### src/rtl/instruction_memory.sv
// Byte-addressed instruction ROM/RAM: 32-bit little-endian fetch from any byte address, boot image mem[k]=k.
// Latency: read combinational (0 cycles), byte write visible after the edge; no backpressure, always accepts.
module instruction_memory #(
    parameter int DEPTH = 64
) (
    input  logic        clk,
    input  logic        reset,
    input  logic [61:0] Inst_Address,
    output logic [31:0] Instruction,
    input  logic        Wr_En,
    input  logic [61:0] Wr_Address,
    input  logic [7:0]  Wr_Data
);

    localparam int AW = (DEPTH > 1) ? $clog2(DEPTH) : 1;
    localparam logic [62:0] DEPTH_EXT = 63'(DEPTH);

    logic [7:0] mem_q [DEPTH];
    logic [7:0] mem_d [DEPTH];

    logic          wr_hit;
    logic [AW-1:0] wr_idx;

    assign wr_hit = Wr_En && ({1'b0, Wr_Address} < DEPTH_EXT);
    assign wr_idx = Wr_Address[AW-1:0];

    always_comb begin
        for (int k = 0; k < DEPTH; k++) begin
            mem_d[k] = mem_q[k];
        end
        if (wr_hit) begin
            mem_d[wr_idx] = Wr_Data;
        end
    end

    // Reset reloads the boot image and wins over any write on the same edge.
    always_ff @(posedge clk or negedge reset) begin
        if (!reset) begin
            for (int k = 0; k < DEPTH; k++) begin
                mem_q[k] <= 8'(k);
            end
        end else begin
            for (int k = 0; k < DEPTH; k++) begin
                mem_q[k] <= mem_d[k];
            end
        end
    end

    // Sums use 63 bits so a carry past 2^62-1 lands in bit 62 and reads as out of range.
    logic [62:0] byte_addr [4];
    logic [7:0]  byte_val  [4];

    always_comb begin
        for (int i = 0; i < 4; i++) begin
            byte_addr[i] = {1'b0, Inst_Address} + 63'(i);
            byte_val[i]  = 8'h00;
            if (byte_addr[i] < DEPTH_EXT) begin
                byte_val[i] = mem_q[byte_addr[i][AW-1:0]];
            end
        end
    end

    assign Instruction = {byte_val[3], byte_val[2], byte_val[1], byte_val[0]};

endmodule

### config.mk
export PLATFORM = sky130hd
export DESIGN_NAME = instruction_memory
export DESIGN_NICKNAME = d
export VERILOG_FILES = /design/src/rtl/instruction_memory.sv
export SDC_FILE = /design/constraint.sdc
export NUM_CORES = 1
export LEC_CHECK = 0
export CAP_MARGIN = 20
export CORE_ASPECT_RATIO = 0.75
export CORE_UTILIZATION = 50
export DETAILED_ROUTE_END_ITERATION = 8
export PLACE_DENSITY_LB_ADDON = 0.15
export SETUP_SLACK_MARGIN = 0.2
export SYNTH_ARGS = -nofsm -noshare
export SYNTH_HDL_FRONTEND = slang
export SYNTH_SLANG_ARGS = --single-unit
### constraint.sdc
create_clock -name clk -period 14.4 [get_ports clk]
set_input_delay 2.88 -clock clk [delete_from_list [all_inputs] [get_ports clk]]
set_output_delay 2.88 -clock clk [all_outputs]
set_load 0.01 [all_outputs]
==> results of run 1 <==
## metrics by stage
step | total power, mW | instances
final | 3.54 | 4156
after global routing | 3.62 | 4149
after CTS | 3.53 | 4139
after detailed placement | 1.96 | 4032
after global placement | 1.95 | 4031
after floorplan | 1.75 | 3064
## area by class of cell
| cell class | instances | area share, % |
|---|---|---|
| Multi-Input combinational cell | 2235 | 58.3 |
| Sequential cell | 512 | 29.1 |
| Timing Repair Buffer | 231 | 5.02 |
| Clock buffer | 78 | 3.64 |
| Tap cell | 1046 | 2.91 |
| Clock inverter | 29 | 0.850 |
| Inverter | 18 | 0.150 |
| Antenna cell | 7 | 0.0390 |
## cells in the mapped netlist, drive strengths merged, types with 20 or more instances
| master | number | area [um2] |
|---|---|---|
| a21oi | 41 | 209 |
| a22oi | 80 | 601 |
| buf | 114 | 531 |
| clkbuf | 185 | 694 |
| dfrtp | 320 | 8010 |
| dfstp | 192 | 5040 |
| mux2 | 517 | 5820 |
| mux4 | 595 | 13400 |
| nand2 | 243 | 912 |
| nand3 | 92 | 460 |
| nand4 | 93 | 624 |
| nor2 | 79 | 297 |
| nor3 | 53 | 290 |
| nor4 | 81 | 556 |
| o21ai | 26 | 130 |
| or3 | 20 | 125 |
| xnor2 | 56 | 490 |
| xor2 | 27 | 236 |
## how the worst min path moves through the flow
stage	from	to	slack (ns)
after global routing	mem_q[295]$_DFFE_PN0P_	mem_q[295]$_DFFE_PN0P_	0.59
after global placement	mem_q[504]$_DFFE_PN0P_	mem_q[504]$_DFFE_PN0P_	0.54
after CTS	mem_q[234]$_DFFE_PN0P_	mem_q[234]$_DFFE_PN0P_	0.57
after detailed placement	mem_q[234]$_DFFE_PN0P_	mem_q[234]$_DFFE_PN0P_	0.56
after floorplan	mem_q[113]$_DFFE_PN0P_	mem_q[113]$_DFFE_PN0P_	0.53
final	mem_q[247]$_DFFE_PN0P_	mem_q[247]$_DFFE_PN0P_	0.57
## worst max-delay path: cells and delay by family
family	cells	cell delay, ns
AND/OR/NAND/NOR	6	3.46
buffers and inverters	2	1.46
AO/OA/AOI/OAI	1	0.65
XOR/XNOR	1	0.19
## kinds of logic (layout without fill, tap and decap cells)
family	Yosys count	count (layout)	synth area share [%]
mux	1127	1127	48.0
simple gates	759	759	9.87
flops	512	512	32.3
buf+inv	317	356	3.20
compound gates	262	262	4.74
xor+xnor	83	83	1.80
fa+ha+maj	4	4	0.124
other cells	0	7	0
## power by group through the flow
stage	combinational [mW]	clock (mW)	sequential [mW]
floorplan	0.285	0	1.47
global placement	0.487	0	1.47
detailed placement	0.494	0	1.47
CTS	0.495	1.59	1.44
global route	0.528	1.65	1.44
finish	0.515	1.58	1.44
## per-layer routing
layer	vias to the layer above	GRT usage [%]	routed length (um)
met2	2680	54.4	67100
li1	12509	-	-
met1	17032	55.5	62600
met5	-	0	39
met4	6	14.0	6960
met3	459	19.0	26300
==> results.toml, run 1 <==
[status]
run_status = "finished clean"

[die]
initial_core_util_pct = 51.0
core_um2 = 79300
die-area_um2 = 81900
io_pins = 167
num_rows = 89
die_w_um = 330
floorplan.die.height_um = 248

[drt]
drc = 0
wirelength_um = 163000
antenna_left = 0
vias_per_cell = 7.86
detail_route.wl_per_cell_um = 39.2
num_vias = 32686
dr.pass1.iters = 7
drtIter0Drc = 5373

[clock_tree]
numCtsBuffers = 57
hold_buffers = 0
post_cts_buffers = 0
cts_tree = "done"
clock-sinks = 512
htreeDepth = 2
post_cts_resized = 0
cts_buffer_depth = 3
insertion_delay_ns = 0.65
clockRootBuffer = "clkbuf_16"
clk_pin_slew_ns = 0.06

[synth]
ys.flop_type = "dfrtp_1"
synthArstFlopShare_pct = 100
syn_area_um2 = 40400
synth_nets = 3203
synth_warnings = 0
synth_edf_count = 0
syn_avg_cell_area_um2 = 13.2
ys_ff_latch = 512
ys_seq_area_share_pct = 32.3
synthCells = 3064
synth.distinct_cells = 79

[global_route]
grt_max_degree = 164
grt_pass1_wl_um = 233000
gr-total-overflow = 0
grt_usage_pct = 40.0
grt_pass1_vias = 31223
antenna_found_initial = 9

[timing]
setup_tns_ns = 0
rsz0062_at_grt = "no"
setup_ws_ns = 2.86
min_period_over_period_pct = 80.1
hold_slack_ns = 0.573
post-route-min-period_ns = 11.54
setup_viol = 0
maxSlewHeadroom_pct = 14.2
hold_violations = 0
worst_pin_slew_ns = 1.27
finClkSkew_ns = 0
fmax_ghz = 0.0867
drv_slew = 0

[final_layout]
largest_register_ffs = 512
multiInputGateArea_um2 = 26200
mostFrequentLayoutCells = "mux4_2, mux2_2, dfrtp_1"
reg_top3 = "mem_q: 512 flops"
drive_above_1_share_pct = 49.2
fill_cells = 6382
final_common_cell = "mux4_2"
utilization_pct = 56.7
final_area_um2 = 44900
seq_area_um2 = 13100
finalNetCount = 3194
area_growth_pct = 11.2
largest_register = "mem_q"

[pwr]
peakVddDrop_mv = 0.0957
sw_frac_of_total_pct = 28.6
p_leak_nw = 17.0
power_frac_seq_pct = 40.8
p_sw_mw = 1.01
p_per_area_nw_per_um2 = 78.7
p_comb_share_pct = 14.6
internal_power_mw = 2.53
clkPwrFrac_pct = 44.7

[worst_hold_path]
whs_path_depth = 1
min_path_type = "reg2reg"

[critical_path]
end_kind = "output port"
slowest_stage = "nor4_1"
crit_path_frequent_cell = "nand4_1"
required_ns = 11.52
r2r_setup_slack_ns = 13.55
cp.arrival_ns = 8.66
critPathKind = "in2out"
cp-start-kind = "primary input"
crit_path_start = "Inst_Address[8]"
cp_max_fo = 20
slowest_delay_ns = 1.07
r2r_cells = 1
endpoint = "Instruction[14]"
worstReg2RegStart = "mem_q[390]$_DFFE_PN0P_"
cp_cell_sequence = "clkdlybuf4s50_1 -> nand4_1 -> nor4_1 -> nand4_1 -> xnor2_1 -> a2111oi_0 -> nand4_1 -> nand4b_1 -> nor4_1 -> clkdlybuf4s50_1"
timing.rr.end = "mem_q[390]$_DFFE_PN0P_"

[placement]
pre_cts_ws_ns = 3.05
placed_area_um2 = 42700
io_buffers = 166
hpwl_um = 112000
gp_congestion = 1.03

[run]
maxCapViolCount = 0
Note: power is estimated with default switching activity, not from simulation.
==> inputs of run 2 (changes only) <==
==> constraint.sdc (replaced) <==
create_clock -name clk -period 10.25 [get_ports clk]
set_input_delay 2.05 -clock clk [delete_from_list [all_inputs] [get_ports clk]]
set_output_delay 2.05 -clock clk [all_outputs]
set_load 0.01 [all_outputs]
==> run 2 against run 1 <==
  * Setup slack lost 2.4 ns
  * Clock-buffer cell count shrank 5
  * Sequential share of layout area down 0.38 points
  * Critical path type unchanged
  * Critical endpoint unchanged
  * Largest cell class unchanged
  * Largest power group unchanged
==> results.toml, run 2 (synthesis gave the netlist of run 1 again) <==
[drt]
antenna_left = 0
wirelength_um = 164000
num_vias = 32885
detail_route.wl_per_cell_um = 39.0
drtIter0Drc = 5715
drc = 0
vias_per_cell = 7.80
dr.pass1.iters = 8

[timing]
setup_viol = 0
maxSlewHeadroom_pct = 12.5
finClkSkew_ns = 0
hold_violations = 0
setup_ws_ns = 0.436
post-route-min-period_ns = 9.81
worst_pin_slew_ns = 1.30
min_period_over_period_pct = 95.8
rsz0062_at_grt = "no"
setup_tns_ns = 0
drv_slew = 0
fmax_ghz = 0.102

[worst_hold_path]
hp-start = "mem_q[34]$_DFFE_PN0P_"
min_path_type = "reg2reg"

[pwr]
p_per_area_nw_per_um2 = 110
p_leak_nw = 17.4
peakVddDrop_mv = 0.142
power.total_mw = 5.00

[final_layout]
finalNetCount = 3260
final_common_cell = "mux4_2"
mostFrequentLayoutCells = "mux4_2, mux2_2, dfrtp_1"
reg_top3 = "mem_q: 512 flops"
drive_above_1_share_pct = 50.1
largest_register = "mem_q"
area_growth_pct = 12.7
largest_register_ffs = 512

[critical_path]
slowest_delay_ns = 1.09
cp_cell_sequence = "clkdlybuf4s50_1 -> nand4_1 -> nor4_1 -> buf_4 -> nand4_1 -> xnor2_1 -> a2111oi_0 -> buf_1 -> nand4_1 -> buf_4 -> nand4b_1 -> nor4_1 -> buf_4 -> clkdlybuf4s50_1"
cp.arrival_ns = 7.76
end_kind = "output port"
worstReg2RegStart = "mem_q[399]$_DFFE_PN0P_"
required_ns = 8.20
crit_path_start = "Inst_Address[26]"
critPathKind = "in2out"
cp-start-kind = "primary input"
cp_max_fo = 17
slowest_stage = "clkdlybuf4s50_1"

[placement]
io_buffers = 166
pre_cts_ws_ns = 0.874
hpwl_um = 116000
gp_congestion = 1.07

[die]
initial_core_util_pct = 51.0
die-area_um2 = 81900
io_pins = 167
die_w_um = 330
core_um2 = 79300
num_rows = 89
floorplan.die.height_um = 248

[clock_tree]
post_cts_resized = 0
post_cts_buffers = 0
clk_pin_slew_ns = 0.06
htreeDepth = 2
clock-sinks = 512
cts_tree = "done"
insertion_delay_ns = 0.65
hold_buffers = 0
clockRootBuffer = "clkbuf_16"
cts_buffer_depth = 3
numCtsBuffers = 55

[global_route]
antenna_found_initial = 10
grt_usage_pct = 40.2
grt_pass1_wl_um = 233000
grt_pass1_vias = 31246
gr-total-overflow = 0
grt_max_degree = 184

[run]
maxCapViolCount = 0

[status]
run_status = "finished clean"
## run 2: cell types whose count changed in the layout (fill, tap and decap cells not counted), moves of 3 or more
| cell | before | now |
|---|---|---|
| buf_12 | 11 | 14 |
| buf_16 | 0 | 4 |
| buf_4 | 52 | 113 |
| bufinv_16 | 7 | 10 |
| clkbuf_8 | 13 | 7 |
| clkinvlp_4 | 7 | 2 |
| diode_2 | 7 | 4 |
## run 2: where the power goes
part | total [mW] | leakage [nW] | internal, mW | switching, mW
Combinational | 0.746 | 9.94 | 0.247 | 0.499
Sequential | 2.02 | 6.45 | 2.02 | 0
Clock | 2.23 | 0.980 | 1.32 | 0.907
Total | 5.00 | 17.4 | 3.59 | 1.41
## run 2: final cells by class
cell class / count / area (um2)
clock buffer: 73 / 1560
timing repair buffer: 299 / 2890
inverter: 18 / 67.6
antenna: 4 / 10.0
fill: 6328 / 33800
tap: 1046 / 1310
sequential: 512 / 13100
clock inverter: 30 / 439
multi-input combinational: 2235 / 26200
## run 2: routing by layer
layer | up-vias | global-route usage (%) | wire, um
li1 | 12627 | - | -
met1 | 17145 | 57.1 | 64000
met2 | 2687 | 54.6 | 67600
met3 | 416 | 18.4 | 26700
met4 | 10 | 12.3 | 5910
met5 | - | 1.12 | 62
## run 2: through the flow
stage / hold slack, ns / instances / instance area (um2) / utilization, %
4_1_cts: 0.574 / 4202 / 45300 / 57.1
3_5_place_dp: 0.561 / 4099 / 43300 / 54.6
3_3_place_gp: 0.538 / 4098 / 43300 / 54.6
6_report: 0.576 / 4217 / 45500 / 57.4
2_1_floorplan: 0.526 / 3064 / 40400 / -
5_1_grt: 0.594 / 4213 / 45500 / 57.4
## run 2: final timing paths
check | to | slack, ns | cells past startpoint
worst max-delay path | Instruction[14] | 0.44 | 14
worst min-delay path | mem_q[34]$_DFFE_PN0P_ | 0.58 | 1
worst max register to register | mem_q[399]$_DFFE_PN0P_ | 9.39 | 1
worst min register to register | mem_q[34]$_DFFE_PN0P_ | 0.58 | 1
max in group asynchronous | mem_q[42]$_DFFE_PN0P_ | 7.09 | 2
min in group asynchronous | mem_q[223]$_DFFE_PN0P_ | 1.51 | 1
## run 2: critical path, delay by kind of cell
family | cells | cell delay (ns)
AND/OR/NAND/NOR | 6 | 2.49
XOR/XNOR | 1 | 0.18
buffers and inverters | 6 | 2.54
AO/OA/AOI/OAI | 1 | 0.48
